File: config.mk
export PLATFORM = sky130hd
export DESIGN_NAME = secuencia_lectura_rtc
export DESIGN_NICKNAME = d
export VERILOG_FILES = /design/src/rtl/secuencia_lectura_rtc_pkg.sv /design/src/rtl/secuencia_lectura_rtc_tabla_dir_lectura.sv /design/src/rtl/secuencia_lectura_rtc.sv
export SDC_FILE = /design/constraint.sdc
export NUM_CORES = 1
export LEC_CHECK = 0
export ABC_AREA = 1
export BUFFER_PORTS_ARGS = -buffer_cell sky130_fd_sc_hd__buf_2
export CAP_MARGIN = 5
export CELL_PAD_IN_SITES_DETAIL_PLACEMENT = 0
export CELL_PAD_IN_SITES_GLOBAL_PLACEMENT = 1
export CORE_ASPECT_RATIO = 0.9
export CORE_UTILIZATION = 35
export DETAILED_ROUTE_END_ITERATION = 8
export PLACE_DENSITY_LB_ADDON = 0.1
export SKIP_LAST_GASP = 1
export SLEW_MARGIN = 10
export SYNTH_ARGS = -nofsm -noshare
export SYNTH_HDL_FRONTEND = slang
export SYNTH_HIERARCHICAL = 1
export SYNTH_SLANG_ARGS = --single-unit
File: constraint.sdc
create_clock -name clk -period 3.1 [get_ports clk]
set_input_delay 0.31 -clock clk [delete_from_list [all_inputs] [get_ports clk]]
set_output_delay 0.31 -clock clk [all_outputs]
set_load 0.005 [all_outputs]
File: src/rtl/secuencia_lectura_rtc_pkg.sv
// Shared constants for the RTC access path: register addresses and the read-sweep FSM encoding.
// The address constants are also used by the write-address block.
package secuencia_lectura_rtc_pkg;

    localparam logic [7:0] DIR_SEG     = 8'h21;
    localparam logic [7:0] DIR_MIN     = 8'h22;
    localparam logic [7:0] DIR_HORA    = 8'h23;
    localparam logic [7:0] DIR_DIA     = 8'h24;
    localparam logic [7:0] DIR_MES     = 8'h25;
    localparam logic [7:0] DIR_YEAR    = 8'h26;
    localparam logic [7:0] DIR_CR_SEG  = 8'h41;
    localparam logic [7:0] DIR_CR_MIN  = 8'h42;
    localparam logic [7:0] DIR_CR_HORA = 8'h43;

    localparam int         N_REGS        = 9;
    localparam logic [3:0] INDICE_ULTIMO = 4'd8;

    typedef enum logic [2:0] {
        ST_IDLE,
        ST_PEDIR,
        ST_ESPERA_DONE,
        ST_SIGUIENTE,
        ST_COMMIT,
        ST_PAUSA
    } estado_t;

endpackage

File: src/rtl/secuencia_lectura_rtc_tabla_dir_lectura.sv
// Combinational ROM mapping the sweep index to the RTC register address.
// Indexes past the last register return 8'h00.
module tabla_dir_lectura
    import secuencia_lectura_rtc_pkg::*;
(
    input  logic [3:0] indice,
    output logic [7:0] direccion
);

    always_comb begin
        case (indice)
            4'd0:    direccion = DIR_SEG;
            4'd1:    direccion = DIR_MIN;
            4'd2:    direccion = DIR_HORA;
            4'd3:    direccion = DIR_DIA;
            4'd4:    direccion = DIR_MES;
            4'd5:    direccion = DIR_YEAR;
            4'd6:    direccion = DIR_CR_SEG;
            4'd7:    direccion = DIR_CR_MIN;
            4'd8:    direccion = DIR_CR_HORA;
            default: direccion = 8'h00;
        endcase
    end

endmodule

File: src/rtl/secuencia_lectura_rtc.sv
// Periodic read sweep of the nine RTC time/date/timer registers through the bus driver.
// Bytes land in a shadow bank and reach the outputs only when a whole sweep completes cleanly.
module secuencia_lectura_rtc
    import secuencia_lectura_rtc_pkg::*;
#(
    parameter int PERIODO = 1000,
    parameter int TIMEOUT = 255,
    parameter int CNT_W   = 16
) (
    input  logic       clk,
    input  logic       reset_n,
    input  logic       en_lectura,
    input  logic       escribiendo,
    input  logic       rd_done,
    input  logic [7:0] dato_in,
    output logic       rd_req,
    output logic [7:0] direccion,
    output logic [7:0] seg,
    output logic [7:0] min,
    output logic [7:0] hora,
    output logic [7:0] dia,
    output logic [7:0] mes,
    output logic [7:0] year,
    output logic [7:0] cr_seg,
    output logic [7:0] cr_min,
    output logic [7:0] cr_hora,
    output logic       barrido_listo,
    output logic       ocupado,
    output logic       error_lectura
);

    localparam logic [CNT_W-1:0] LIM_TIMEOUT = CNT_W'(TIMEOUT - 1);
    localparam logic [CNT_W-1:0] LIM_PERIODO = CNT_W'(PERIODO - 1);

    estado_t          estado_q,    estado_d;
    logic [3:0]       indice_q,    indice_d;
    logic [CNT_W-1:0] contador_q,  contador_d;
    logic             rd_req_q,    rd_req_d;
    logic [7:0]       direccion_q, direccion_d;
    logic             barrido_q,   barrido_d;
    logic             ocupado_q,   ocupado_d;
    logic             error_q,     error_d;
    logic [7:0]       shadow_q [N_REGS];
    logic [7:0]       shadow_d [N_REGS];
    logic [7:0]       salida_q [N_REGS];
    logic [7:0]       salida_d [N_REGS];
    logic [7:0]       dir_tabla;

    tabla_dir_lectura u_tabla (
        .indice    (indice_q),
        .direccion (dir_tabla)
    );

    always_comb begin
        estado_d    = estado_q;
        indice_d    = indice_q;
        contador_d  = contador_q;
        rd_req_d    = rd_req_q;
        direccion_d = direccion_q;
        barrido_d   = 1'b0;
        error_d     = error_q;
        shadow_d    = shadow_q;
        salida_d    = salida_q;

        case (estado_q)
            ST_IDLE: begin
                contador_d = '0;
                if (en_lectura && !escribiendo) begin
                    estado_d = ST_PEDIR;
                    indice_d = 4'd0;
                    for (int i = 0; i < N_REGS; i++) begin
                        shadow_d[i] = 8'h00;
                    end
                end
            end
            ST_PEDIR: begin
                rd_req_d    = 1'b1;
                direccion_d = dir_tabla;
                contador_d  = '0;
                estado_d    = ST_ESPERA_DONE;
            end
            // A done arriving on the timeout cycle still counts as a good read.
            ST_ESPERA_DONE: begin
                if (rd_done) begin
                    for (int i = 0; i < N_REGS; i++) begin
                        if (indice_q == 4'(i)) begin
                            shadow_d[i] = dato_in;
                        end
                    end
                    rd_req_d = 1'b0;
                    estado_d = ST_SIGUIENTE;
                end else if (contador_q == LIM_TIMEOUT) begin
                    rd_req_d   = 1'b0;
                    error_d    = 1'b1;
                    contador_d = '0;
                    estado_d   = ST_PAUSA;
                end else begin
                    contador_d = contador_q + 1'b1;
                end
            end
            ST_SIGUIENTE: begin
                if (!en_lectura || escribiendo) begin
                    estado_d = ST_IDLE;
                end else if (indice_q == INDICE_ULTIMO) begin
                    estado_d = ST_COMMIT;
                end else begin
                    indice_d = indice_q + 4'd1;
                    estado_d = ST_PEDIR;
                end
            end
            ST_COMMIT: begin
                salida_d   = shadow_q;
                error_d    = 1'b0;
                barrido_d  = 1'b1;
                contador_d = '0;
                estado_d   = ST_PAUSA;
            end
            ST_PAUSA: begin
                if (contador_q == LIM_PERIODO) begin
                    contador_d = '0;
                    estado_d   = ST_IDLE;
                end else begin
                    contador_d = contador_q + 1'b1;
                end
            end
            default: begin
                estado_d = ST_IDLE;
            end
        endcase

        ocupado_d = (estado_d == ST_PEDIR) || (estado_d == ST_ESPERA_DONE) ||
                    (estado_d == ST_SIGUIENTE) || (estado_d == ST_COMMIT);
    end

    always_ff @(posedge clk or negedge reset_n) begin
        if (!reset_n) begin
            estado_q    <= ST_IDLE;
            indice_q    <= 4'd0;
            contador_q  <= '0;
            rd_req_q    <= 1'b0;
            direccion_q <= 8'h00;
            barrido_q   <= 1'b0;
            ocupado_q   <= 1'b0;
            error_q     <= 1'b0;
            for (int i = 0; i < N_REGS; i++) begin
                shadow_q[i] <= 8'h00;
                salida_q[i] <= 8'h00;
            end
        end else begin
            estado_q    <= estado_d;
            indice_q    <= indice_d;
            contador_q  <= contador_d;
            rd_req_q    <= rd_req_d;
            direccion_q <= direccion_d;
            barrido_q   <= barrido_d;
            ocupado_q   <= ocupado_d;
            error_q     <= error_d;
            shadow_q    <= shadow_d;
            salida_q    <= salida_d;
        end
    end

    assign rd_req        = rd_req_q;
    assign direccion     = direccion_q;
    assign barrido_listo = barrido_q;
    assign ocupado       = ocupado_q;
    assign error_lectura = error_q;
    assign seg           = salida_q[0];
    assign min           = salida_q[1];
    assign hora          = salida_q[2];
    assign dia           = salida_q[3];
    assign mes           = salida_q[4];
    assign year          = salida_q[5];
    assign cr_seg        = salida_q[6];
    assign cr_min        = salida_q[7];
    assign cr_hora       = salida_q[8];

endmodule

Word level (Yosys, flattened, before mapping)
Memories as Yosys holds them, arrays and structs flattened. A register that Yosys moved wholly into a read port is not among the register bits. Index checks and enable logic that the tools add are counted.

Output and inout bits: 84. Bits of input ports: 13. Register bits after elaboration: 179. ROM bits: 80. Word-level logic and storage cells: 127. Memories: 1.

Memory list: (name not given) (depth 16, width 5, read ports 1, clocked after Yosys merged registers in 1, write ports 0, RTL line secuencia_lectura_rtc_tabla_dir_lectura.sv:11) `case (indice)`.

Muxes and demuxes: 34. Eq/ne operators: 35. $add $sub $neg: 2. Reductions and logical operators: 29.

Operators with widths (number): $mux 72 (2); $pmux 72 s2 (1); $mux 8 (9); $mux 16 (3); $pmux 16 s3 (1); $reduce_and 4->1 (10); $ne 2x2->1 const B (15); $mux 3 (6); $pmux 3 s6 (1); $add 16x1->16 const B (1); $eq 16x10->1 const B (1); $eq 16x8->1 const B (1); $eq 4x3->1 const B (4); $eq 3x2->1 const B (4); $mux 4 (3); $eq 3x3->1 const B (3); $eq 4x2->1 const B (2); $pmux 4 s2 (1); $reduce_bool 2->1 (4); $eq 3x1->1 const B (2); $mux 1 (5); $add 4x1->4 const B (1); $eq 4x1->1 const B (1); $eq 4x4->1 const B (1); 11 further kinds (18).

Depth between registers and ports, before layout
Gate-level depths: netlist of the first run.

Word-level depth: 8. Mapped depth: 12. Gate-level depth less buffers: 12.

Cells and area by module
Netlist of the first run, hierarchy kept.

By module, submodules not included: secuencia_lectura_rtc (times used 1, sequential area each 4479.3 sq um, area an instance 7475.9 sq um, cells each 796); tabla_dir_lectura (times used 1, sequential area each 0.0 sq um, area an instance 123.9 sq um, cells each 22).

Worst setup path before layout of the first run
OpenSTA, ideal clock, no wires.

Path kind: register -> register. Start: register indice_q[0]. End: register shadow_q[39] in the netlist's numbering. Library setup time: 0.126 ns. Data required time: 2.974 ns. Slack: 1.591 ns. Stages on the path, launching flop included: 9. Arrival: 1.383 ns. Path buffers: 1. Cells stage by stage: dfrtp_1 inv_1 ha_1 inv_1 o21ai_0 nand2_4 buf_6 nand2_1 o21ai_2.

Word-level cells in the longest chain between the ends: 3.

RTL lines: from (decl) (RTL line secuencia_lectura_rtc.sv:36) `logic [3:0] indice_q, indice_d;`; from (signal assigned) (RTL line secuencia_lectura_rtc.sv:151) `indice_q <= indice_d;`; $eq 4x3->1 (RTL line secuencia_lectura_rtc.sv:86) `if (indice_q == 4'(i)) begin`; $ne 2x2->1 (no source line); $reduce_and 4->1 (no source line); to (signal assigned) (RTL line secuencia_lectura_rtc.sv:158) `shadow_q <= shadow_d;`; to (decl) (RTL line secuencia_lectura_rtc.sv:43) `logic [7:0] shadow_q [N_REGS];`.

Every way passes these cells. A chain may end at the register's enable or synchronous reset.

Final worst setup path of the first run
Start: register estado_q[1]. End: register salida_q, in the netlist hora[4].

Word-level cells in the longest chain between the ends: 1.

RTL lines: from (decl) (RTL line secuencia_lectura_rtc.sv:35) `estado_t estado_q, estado_d;`; from (signal assigned) (RTL line secuencia_lectura_rtc.sv:150) `estado_q <= estado_d;`; $eq 3x3->1 (RTL line secuencia_lectura_rtc.sv:65) `case (estado_q)`; to (signal assigned) (RTL line secuencia_lectura_rtc.sv:159) `salida_q <= salida_d;`; to (decl) (RTL line secuencia_lectura_rtc.sv:45) `logic [7:0] salida_q [N_REGS];`.

Every way passes these cells.

==> results of run 1 <==
flip-flops by register name, summed over array words and instances (netlist names), 3 cells and up:
signal / count
contador_q: 16
min: 8
direccion: 8
cr_hora: 8
hora: 8
estado_q: 3
cr_seg: 8
dia: 8
mes: 8
year: 8
cr_min: 8
seg: 8
shadow_q: 72
indice_q: 4
cell type report:
type	instances	area share
multi-input combinational	560	0.307
sequential	179	0.507
clock buffer	19	0.0501
tap	286	0.0405
inverter	50	0.0215
timing repair buffer	103	0.0627
clock inverter	13	0.0115
worst reg2reg max path: cells and delay by family (launching register included):
| family | cells | cell delay, ns |
|---|---|---|
| AND/OR/NAND/NOR | 4 | 0.79 |
| flip-flops | 1 | 0.50 |
| buffers and inverters | 2 | 0.88 |
cells in the mapped netlist (8+ instances only):
cell type | n | share of area
nand2_4 | 9 | 0.013
buf_6 | 11 | 0.016
dfrtp_1 | 179 | 0.59
inv_2 | 11 | 0.0054
o21ai_2 | 11 | 0.013
buf_2 | 12 | 0.0079
nand2_1 | 342 | 0.17
nor2_1 | 26 | 0.013
nand3_1 | 16 | 0.011
ha_1 | 8 | 0.013
inv_1 | 38 | 0.019
o21ai_0 | 14 | 0.0092
mux2_2 | 8 | 0.012
o21ai_1 | 67 | 0.044
where the power goes:
group          leakage (uW)  internal, uW  switching, uW
Clock              0.000262          1060            943
Sequential          0.00241          2860            346
Combinational       0.00207           577           1250
Total               0.00474          4500           2540
kinds of logic after synthesis:
group / synth area share
other: 0.000493
multiplexers: 0.0119
AO/OA/AOI/OAI: 0.0751
flip-flops: 0.589
XOR/XNOR: 0.00691
AND/OR/NAND/NOR: 0.248
buffers and inverters: 0.0547
adder cells (fa/ha/maj): 0.0132
stage by stage:
stage / setup slack, ns / util / cell area [um^2]
4_1_cts: 0.845 / 0.421 / 8840
3_3_place_gp: 0.912 / 0.394 / 8290
5_1_grt: 0.658 / 0.421 / 8840
6_report: 0.873 / 0.421 / 8840
3_5_place_dp: 0.876 / 0.394 / 8290
2_1_floorplan: 1.59 / - / 7610
final timing paths:
kind | slack, ns | from | end | cells after the start
min | 0.30 | rd_done | estado_q[0] | 5
min in group asynchronous | 0.37 | reset_n | contador_q[10] | 2
max reg2reg | 0.87 | estado_q[1] | hora[4] | 6
max | 0.87 | estado_q[1] | hora[4] | 6
min reg2reg | 0.47 | shadow_q[58] | min[2] | 2
max in group asynchronous | 1.87 | reset_n | indice_q[2] | 3
per-layer routing:
metal | GRT usage | vias up
met5 | 0 | -
met4 | 0.0506 | 0
met3 | 0.0318 | 13
met2 | 0.286 | 84
met1 | 0.252 | 2652
li1 | - | 2781
==> run metrics, run 1 <==
DP Wirelength=12300 um; share of layout cells above drive strength 1=0.214; most common cell after layout, fill and taps aside=nand2_1; gr usage total=0.180; first drt pass iteration count=5; latest clock arrival within the worst-skew pair=around 0.42 ns; Crit path max-delay family=buffers and inverters; Clock Path Buffers=2; Via-to-Cell Ratio=roughly 4.6; Syn Area/Cell=9.29 um^2; First DRT Iteration DRCs=370; vias in the first global route=about 5.5k; nets@finish=932; Antenna Nets Post-Route=0; row count=50; crit share post-route=0.718; VDD IR max=between 0.0003 and 0.0004 V; Worst-Margin Slew=~0.70 ns; footprint of the multi-input gates=around 2700 um^2; die area=22300 um^2; Starting Density=0.362; CTS tree=yes; Req. time, crit path=3.46 ns; Post-synth EDFFs=0; Yosys cell types=37; Slowest cell on crit path=dfrtp_1; CP dominant cell by count=nand2_1; Hold Crit Class=input port to register; IO Pins=97; Critical Path End Type=register; # fillers=between 2k and 2.5k; number of CTS-inserted buffers=17; port bufs=between 90 and 100; final hold slack=approximately 0.30 ns; GPL Wtd Cong=between 0.7 and 0.8; final setup TNS=0 ns; Yosys Warn Count=6; core footprint=between 20000 and 25000 um^2; Sink Count=179; post-CTS resize count=0; gr ovfl total=0; first-pass GRT wire length=30400 um; Slew HR=0.530; final total power=roughly 7000 uW; Setup Crit Path Kind=register to register; CTS root buf=clkbuf_16; final hold vios=0; Worst setup SP type=register; vias=between 5k and 6k; initial antenna violation count=0; # setup viols final=0; Avg WL per Cell=between 15 and 20 um; ys flop type=dfrtp_1; Max Cap Viol=0; largest net degree at the start of global routing=67; Total Routed Length=around 18000 um; power per standard cell area=roughly 800 nW/um^2; Synth Cell Area=approximately 7600 um^2; fmax=between 400 and 500 MHz; RSZ-0062 raised after global routing=no; Clock Skews=approximately 0.012 ns; Max stage delay on crit path=approximately 0.50 ns; most frequent cells in the layout=nand2_1 (341), dfrtp_1 (179), buf_2 (95), o21ai_1 (67), inv_1 (37); FF+latch area=between 4000 and 5000 um^2; Met1 Wirelength=~8900 um; register area share after synthesis=0.589; H-tree depth=4; Final Non-Filler Cells=about 1.2k; # hold bufs at CTS=1; highest routed layer=met4; post-synthesis cell count=818; LEAKAGE=0.00474 uW; outcome=finished, final reports clean; Synth-to-Final Area Change=16.3%; Ant. Diodes=0; routed wl met2=between 8000 and 9000 um; critical path fanouts, max=27; Post-route DRC=0; # Post-CTS Setup Buffers=0; Worst-path clk slew=roughly 0.070 ns; CP cell instances=nor2_2, nand2_2, inv_2, buf_4, nand2_1, nand2_1; critical path arrival=approximately 2.6 ns; met3 WL=slightly above 700 um; synthesized flop and latch total=179; die height=142 um; asr flop ratio synth=1.00; cell count after placement=between 1k and 1.5k; min cycle time layout=between 2 and 2.5 ns; Slew Limit Fails=0; die width=around 160 um; Worst Path Buf+Inv=2
Power figures use the tool's default switching activity.
==> run 2, diff against run 1 <==
- clock period: 3.1 -> 1.9 ns (I/O delays scaled with it)
==> run 2 against run 1 <==
Routed wire length up 0.45%. Sequential share of layout area down 0.91 points. Critical path depth down 2. Clock power up 74%. Non-clock buffer count up 11. Largest cell class unchanged. Flip-flop and latch count unchanged. Maximum frequency up 28%. Setup slack worse by 0.71 ns. Critical path type unchanged. Clock skew up 0.0049 ns. Cell count up 0.83%. Register-to-register slack worse by 0.71 ns.
==> run metrics, run 2 (synthesis results as in run 1) <==
outcome=finished, final reports clean (unchanged); Worst Hold Path Cells=4 (was 5); CTS tree=yes (unchanged); Total Routed Length=18400 um (about the same); Max stage delay on crit path=0.56 ns (was 0.50 ns); GPL Wtd Cong=0.828 (was 0.788); latest clock arrival within the worst-skew pair=0.44 ns (was 0.42 ns); Sink Count=179 (unchanged); Slew HR=0.578 (was 0.530); critical path fanouts, max=18 (was 27); First DRT Iteration DRCs=285 (was 370); DP Area=8420 um^2 (was 8290 um^2); IO Pins=97 (unchanged); footprint of the multi-input gates=2720 um^2 (unchanged); switching pwr=4240 uW (was 2540 uW); Comb power frac=0.262 (was 0.260); RSZ-0062 raised after global routing=no (unchanged); Avg WL per Cell=15.1 um (was 15.2 um); vias=5633 (was 5530); die area=22300 um^2 (unchanged); Synth-to-Final Area Change=18.5% (was 16.3%); fmax=575 MHz (was 449 MHz); port bufs=96 (unchanged); Final Core Density=0.428 (was 0.421); # Post-CTS Setup Buffers=0 (unchanged); most frequent cells in the layout=nand2_1 (341), dfrtp_1 (179), buf_2 (95), o21ai_1 (68), inv_1 (37) (was nand2_1 (341), dfrtp_1 (179), buf_2 (95), o21ai_1 (67), inv_1 (37)); Setup Crit Path Kind=register to register (unchanged); row count=50 (unchanged); # setup viols final=0 (unchanged); Worst-path clk slew=0.07 ns (about the same); final hold vios=0 (unchanged); gr usage total=0.180 (about the same); worst setup margin=0.161 ns (was 0.873 ns); core footprint=21000 um^2 (unchanged); Switching Share=0.359 (was 0.361); CTS root buf=clkbuf_16 (unchanged); Antenna Nets Post-Route=0 (unchanged); Via-to-Cell Ratio=4.62 (was 4.57); vias in the first global route=5781 (was 5546); number of CTS-inserted buffers=17 (unchanged); die width=157 um (unchanged); first-pass GRT wire length=30600 um (was 30400 um); Slew Limit Fails=0 (unchanged); most common cell after layout, fill and taps aside=nand2_1 (unchanged); max FFs per register=72 (unchanged); Clock Skews=0.0167 ns (was 0.0119 ns); Place WS=0.125 ns (was 0.876 ns); gr ovfl total=0 (unchanged); Clock Path Buffers=2 (unchanged); Pint=7560 uW (was 4500 uW); die height=142 um (unchanged); Starting Density=0.362 (unchanged); H-tree depth=4 (unchanged); Biggest register=shadow_q (unchanged); share of layout cells above drive strength 1=0.223 (was 0.214); power per standard cell area=1310 nW/um^2 (was 796 nW/um^2); largest net degree at the start of global routing=52 (was 67); Worst-Margin Slew=0.632 ns (was 0.703 ns); Max Cap Viol=0 (unchanged); final setup TNS=0 ns (unchanged); final instance area=9000 um^2 (was 8840 um^2); Largest regs=shadow_q x72, contador_q x16 (unchanged); Post-route DRC=0 (unchanged); Worst setup SP type=register (unchanged); worst reg2reg path depth=4 (was 6); critical path arrival=2.08 ns (was 2.59 ns); Clock power frac=0.294 (was 0.285); VDD IR max=0.000429 V (was 0.000371 V); Slowest cell on crit path=dfrtp_1 (unchanged); CP cell instances=nand3_4, inv_2, nand2_1, o21ai_1 (was nor2_2, nand2_2, inv_2, buf_4, nand2_1, nand2_1); crit share post-route=0.916 (was 0.718); Reg power frac=0.444 (was 0.456); Ant. Diodes=0 (unchanged); nets@finish=943 (was 932); Req. time, crit path=2.24 ns (was 3.46 ns); first drt pass iteration count=5 (unchanged); FF+latch area=4480 um^2 (unchanged); # fillers=2135 (was 2157); Critical Path End Type=register (unchanged); DP Wirelength=12800 um (was 12300 um); LEAKAGE=0.00482 uW (was 0.00474 uW); min cycle time layout=1.74 ns (was 2.23 ns); initial antenna violation count=0 (unchanged); Hold Crit Class=input port to register (unchanged)
-- run 2: cell types whose count changed in the layout (fill, tap and decap cells not counted) --
cell	previous run	this run
buf_12	1	5
buf_4	5	12
bufinv_16	0	1
clkbuf_8	1	0
clkinv_2	3	1
clkinv_4	3	1
clkinv_8	0	1
clkinvlp_4	3	2
inv_6	3	4
inv_8	1	3
o21ai_0	14	13
o21ai_1	67	68
-- run 2: stage by stage --
step	hold slack [ns]	cells	total power, uW
2_1_floorplan	-0.106	820	7530
3_3_place_gp	0.114	1188	8340
3_5_place_dp	0.111	1188	8430
4_1_cts	0.165	1220	11900
5_1_grt	0.186	1220	12600
6_report	0.176	1220	11800
-- run 2: power by group through the flow --
stage,sequential (uW),combinational [uW],clock (uW)
4_1_cts,5240,3140,3560
3_5_place_dp,5300,3130,0
2_1_floorplan,5130,2400,0
5_1_grt,5360,3490,3720
6_report,5250,3090,3470
3_3_place_gp,5280,3060,0
-- run 2: worst paths after layout --
check	startpoint	to	slack [ns]
worst max-delay path	estado_q[1]	shadow_q[26]	0.16
worst min-delay path	escribiendo	indice_q[0]	0.18
worst max register to register	estado_q[1]	shadow_q[26]	0.16
worst min register to register	shadow_q[17]	cr_seg[1]	0.47
max in group asynchronous	reset_n	shadow_q[8]	1.08
min in group asynchronous	reset_n	direccion[0]	0.23
-- run 2: critical path: cells and delay by family (launching register included) --
kind | cells | cell delay [ns]
buffers and inverters | 1 | 0.23
AO/OA/AOI/OAI | 1 | 0.28
flip-flops | 1 | 0.56
AND/OR/NAND/NOR | 2 | 0.58
-- run 2: timing repair --
item | CTS | global route
hold buffers | 1 | 0
gates resized for setup | 0 | 1
setup endpoints to repair | 0 | 1
hold endpoints to repair | 29 | 0
-- run 2: final cells by class --
cell class | instances | share of cell area
clock buffer | 18 | 0.0477
clock inverter | 13 | 0.0160
inverter | 50 | 0.0211
multi-input combinational | 560 | 0.302
sequential | 179 | 0.498
tap | 286 | 0.0397
timing repair buffer | 114 | 0.0763
-- run 2: per-layer routing --
metal	vias to the layer above	track usage	wire, um	part of all wire
met5	-	0	0	0
met4	0	0.0629	290	0.016
met3	18	0.0318	514	0.028
met2	108	0.291	8570	0.46
met1	2715	0.241	9070	0.49
li1	2792	-	-	-
==> run 3, diff against run 2 <==
- CORE_MARGIN: not set -> 4
==> run 3 against run 2 <==
Global-route usage fell by 1.6 points. Worst hold slack improved by 0.014 ns. Cell count rose by 0.33%. Sequential power barely moved. Setup slack improved by 0.014 ns. Register-to-register slack barely moved. Sequential share of layout area barely moved. Combinational power barely moved. Maximum frequency rose by 0.81%. Via count barely moved. Utilization fell by 0.12 points. Critical path type unchanged.
==> run metrics, run 3 (synthesis results as in run 1) <==
DP Area=8420 um^2 (about the same); Crit. Startpoint=estado_q[2] (was estado_q[1]); crit share post-route=0.908 (was 0.916); largest net degree at the start of global routing=59 (was 52); die height=148 um (was 142 um); fmax=580 MHz (was 575 MHz); H-tree depth=4 (unchanged); nets@finish=946 (was 943); CTS tree=yes (unchanged); Biggest register=shadow_q (unchanged); VDD IR max=0.000743 V (was 0.000429 V); outcome=finished, final reports clean (unchanged); First DRT Iteration DRCs=333 (was 285); # Post-CTS Setup Buffers=0 (unchanged); Total Routed Length=18800 um (was 18400 um); latest clock arrival within the worst-skew pair=0.43 ns (was 0.44 ns); Slew HR=0.614 (was 0.578); RSZ-0062 raised after global routing=no (unchanged); Worst-Margin Slew=0.579 ns (was 0.632 ns); flop2flop setup slack=0.17 ns (was 0.16 ns); Largest regs=shadow_q x72, contador_q x16 (unchanged); cell count after placement=1191 (was 1188); core footprint=21100 um^2 (was 21000 um^2); number of CTS-inserted buffers=17 (unchanged); worst reg2reg startpoint=estado_q[2] (was estado_q[1]); IO Pins=97 (unchanged); Hold Crit Class=input port to register (unchanged); Clock Path Buffers=2 (unchanged); CTS root buf=clkbuf_16 (unchanged); # setup viols final=0 (unchanged); die width=163 um (was 157 um); # fillers=2088 (was 2135); gr ovfl total=0 (unchanged); Synth-to-Final Area Change=18.5% (about the same); Max Cap Viol=0 (unchanged); vias in the first global route=5846 (was 5781); worst r2r dst=shadow_q[22] (was shadow_q[26]); Post-route DRC=0 (unchanged); Ant. Diodes=0 (unchanged); first-pass GRT wire length=31200 um (was 30600 um); critical path arrival=2.02 ns (was 2.08 ns); final setup TNS=0 ns (unchanged); port bufs=96 (unchanged); Final Core Density=0.427 (was 0.428); first drt pass iteration count=5 (unchanged); Clock Skews=0.0118 ns (was 0.0167 ns); Avg WL per Cell=15.3 um (was 15.1 um); initial antenna violation count=0 (unchanged); gr usage total=0.164 (was 0.180); Sink Count=179 (unchanged); GPL Wtd Cong=0.842 (was 0.828); Final Non-Filler Cells=1224 (was 1220); vias=5634 (was 5633); max FFs per register=72 (unchanged); Slew Limit Fails=0 (unchanged); Critical Path End Type=register (unchanged); Req. time, crit path=2.20 ns (was 2.24 ns); Worst Hold Path Cells=4 (unchanged); Worst-path clk slew=0.07 ns (about the same); Starting Density=0.360 (was 0.362); final instance area=9000 um^2 (about the same); LEAKAGE=0.00484 uW (was 0.00482 uW); final hold vios=0 (unchanged); Worst setup SP type=register (unchanged); footprint of the multi-input gates=2720 um^2 (unchanged); DP Wirelength=13200 um (was 12800 um); Antenna Nets Post-Route=0 (unchanged); power per standard cell area=1310 nW/um^2 (about the same); die area=24100 um^2 (was 22300 um^2); critical path fanouts, max=18 (unchanged); Hold Path Origin=rd_done (was escribiendo); share of layout cells above drive strength 1=0.228 (was 0.223); min cycle time layout=1.73 ns (was 1.74 ns); FF+latch area=4480 um^2 (about the same); most common cell after layout, fill and taps aside=nand2_1 (unchanged); Hold Path End=error_lectura (was indice_q[0]); row count=50 (unchanged); worst reg2reg path depth=8 (was 4); Setup Crit Path Kind=register to register (unchanged); Via-to-Cell Ratio=4.60 (was 4.62); most frequent cells in the layout=nand2_1 (341), dfrtp_1 (178), buf_2 (95), o21ai_1 (67), inv_1 (37) (was nand2_1 (341), dfrtp_1 (179), buf_2 (95), o21ai_1 (68), inv_1 (37))
[run 3: layout make-up]
cell class / count / share of cell area
clock buffer: 17 / 0.0472
clock inverter: 15 / 0.0168
inverter: 50 / 0.0211
multi-input combinational: 560 / 0.302
sequential: 179 / 0.498
tap: 286 / 0.0397
timing repair buffer: 117 / 0.0760
[run 3: repair_timing]
action / 4_1_cts / 5_1_grt
endpoints found under the hold margin: 52 / 0
endpoints found under the setup margin: 0 / 3
resized for setup: 0 / 1
hold buffers: 1 / 0
[run 3: how the worst max path moves through the flow]
stage	to	depth (start not counted)
2_1_floorplan	shadow_q[39]	8
3_3_place_gp	shadow_q[15]	7
3_5_place_dp	shadow_q[17]	7
4_1_cts	shadow_q[22]	7
5_1_grt	shadow_q[22]	8
6_report	shadow_q[22]	8
[run 3: per-stage QoR]
| stage | setup slack, ns | hold WS, ns | power, uW |
|---|---|---|---|
| 2_1_floorplan | 0.391 | -0.106 | 7530 |
| 3_3_place_gp | 0.184 | 0.211 | 8390 |
| 3_5_place_dp | 0.138 | 0.217 | 8470 |
| 4_1_cts | 0.103 | 0.164 | 12000 |
| 5_1_grt | 0.0462 | 0.197 | 12600 |
| 6_report | 0.175 | 0.190 | 11800 |
[run 3: where the power goes]
| part | total [uW] | internal, uW | switching [uW] |
|---|---|---|---|
| Sequential | 5260 | 4670 | 595 |
| Clock | 3440 | 1770 | 1670 |
| Combinational | 3100 | 1040 | 2060 |
[run 3: critical path: stages (launching register included)]
cell     delay (ns)
dfrtp_1        0.44
inv_4          0.13
nand3_4        0.09
inv_2          0.23
nand2_2        0.18
nand2_8        0.19
nand2_4        0.16
nand2_1        0.12
o21ai_2        0.05
[run 3: routing by layer]
metal  wire (um)  global-route usage  part of all wire
met5           0                   0                 0
met4         159              0.0361            0.0085
met3         828              0.0348             0.044
met2        8460               0.257              0.45
met1        9320               0.236              0.50
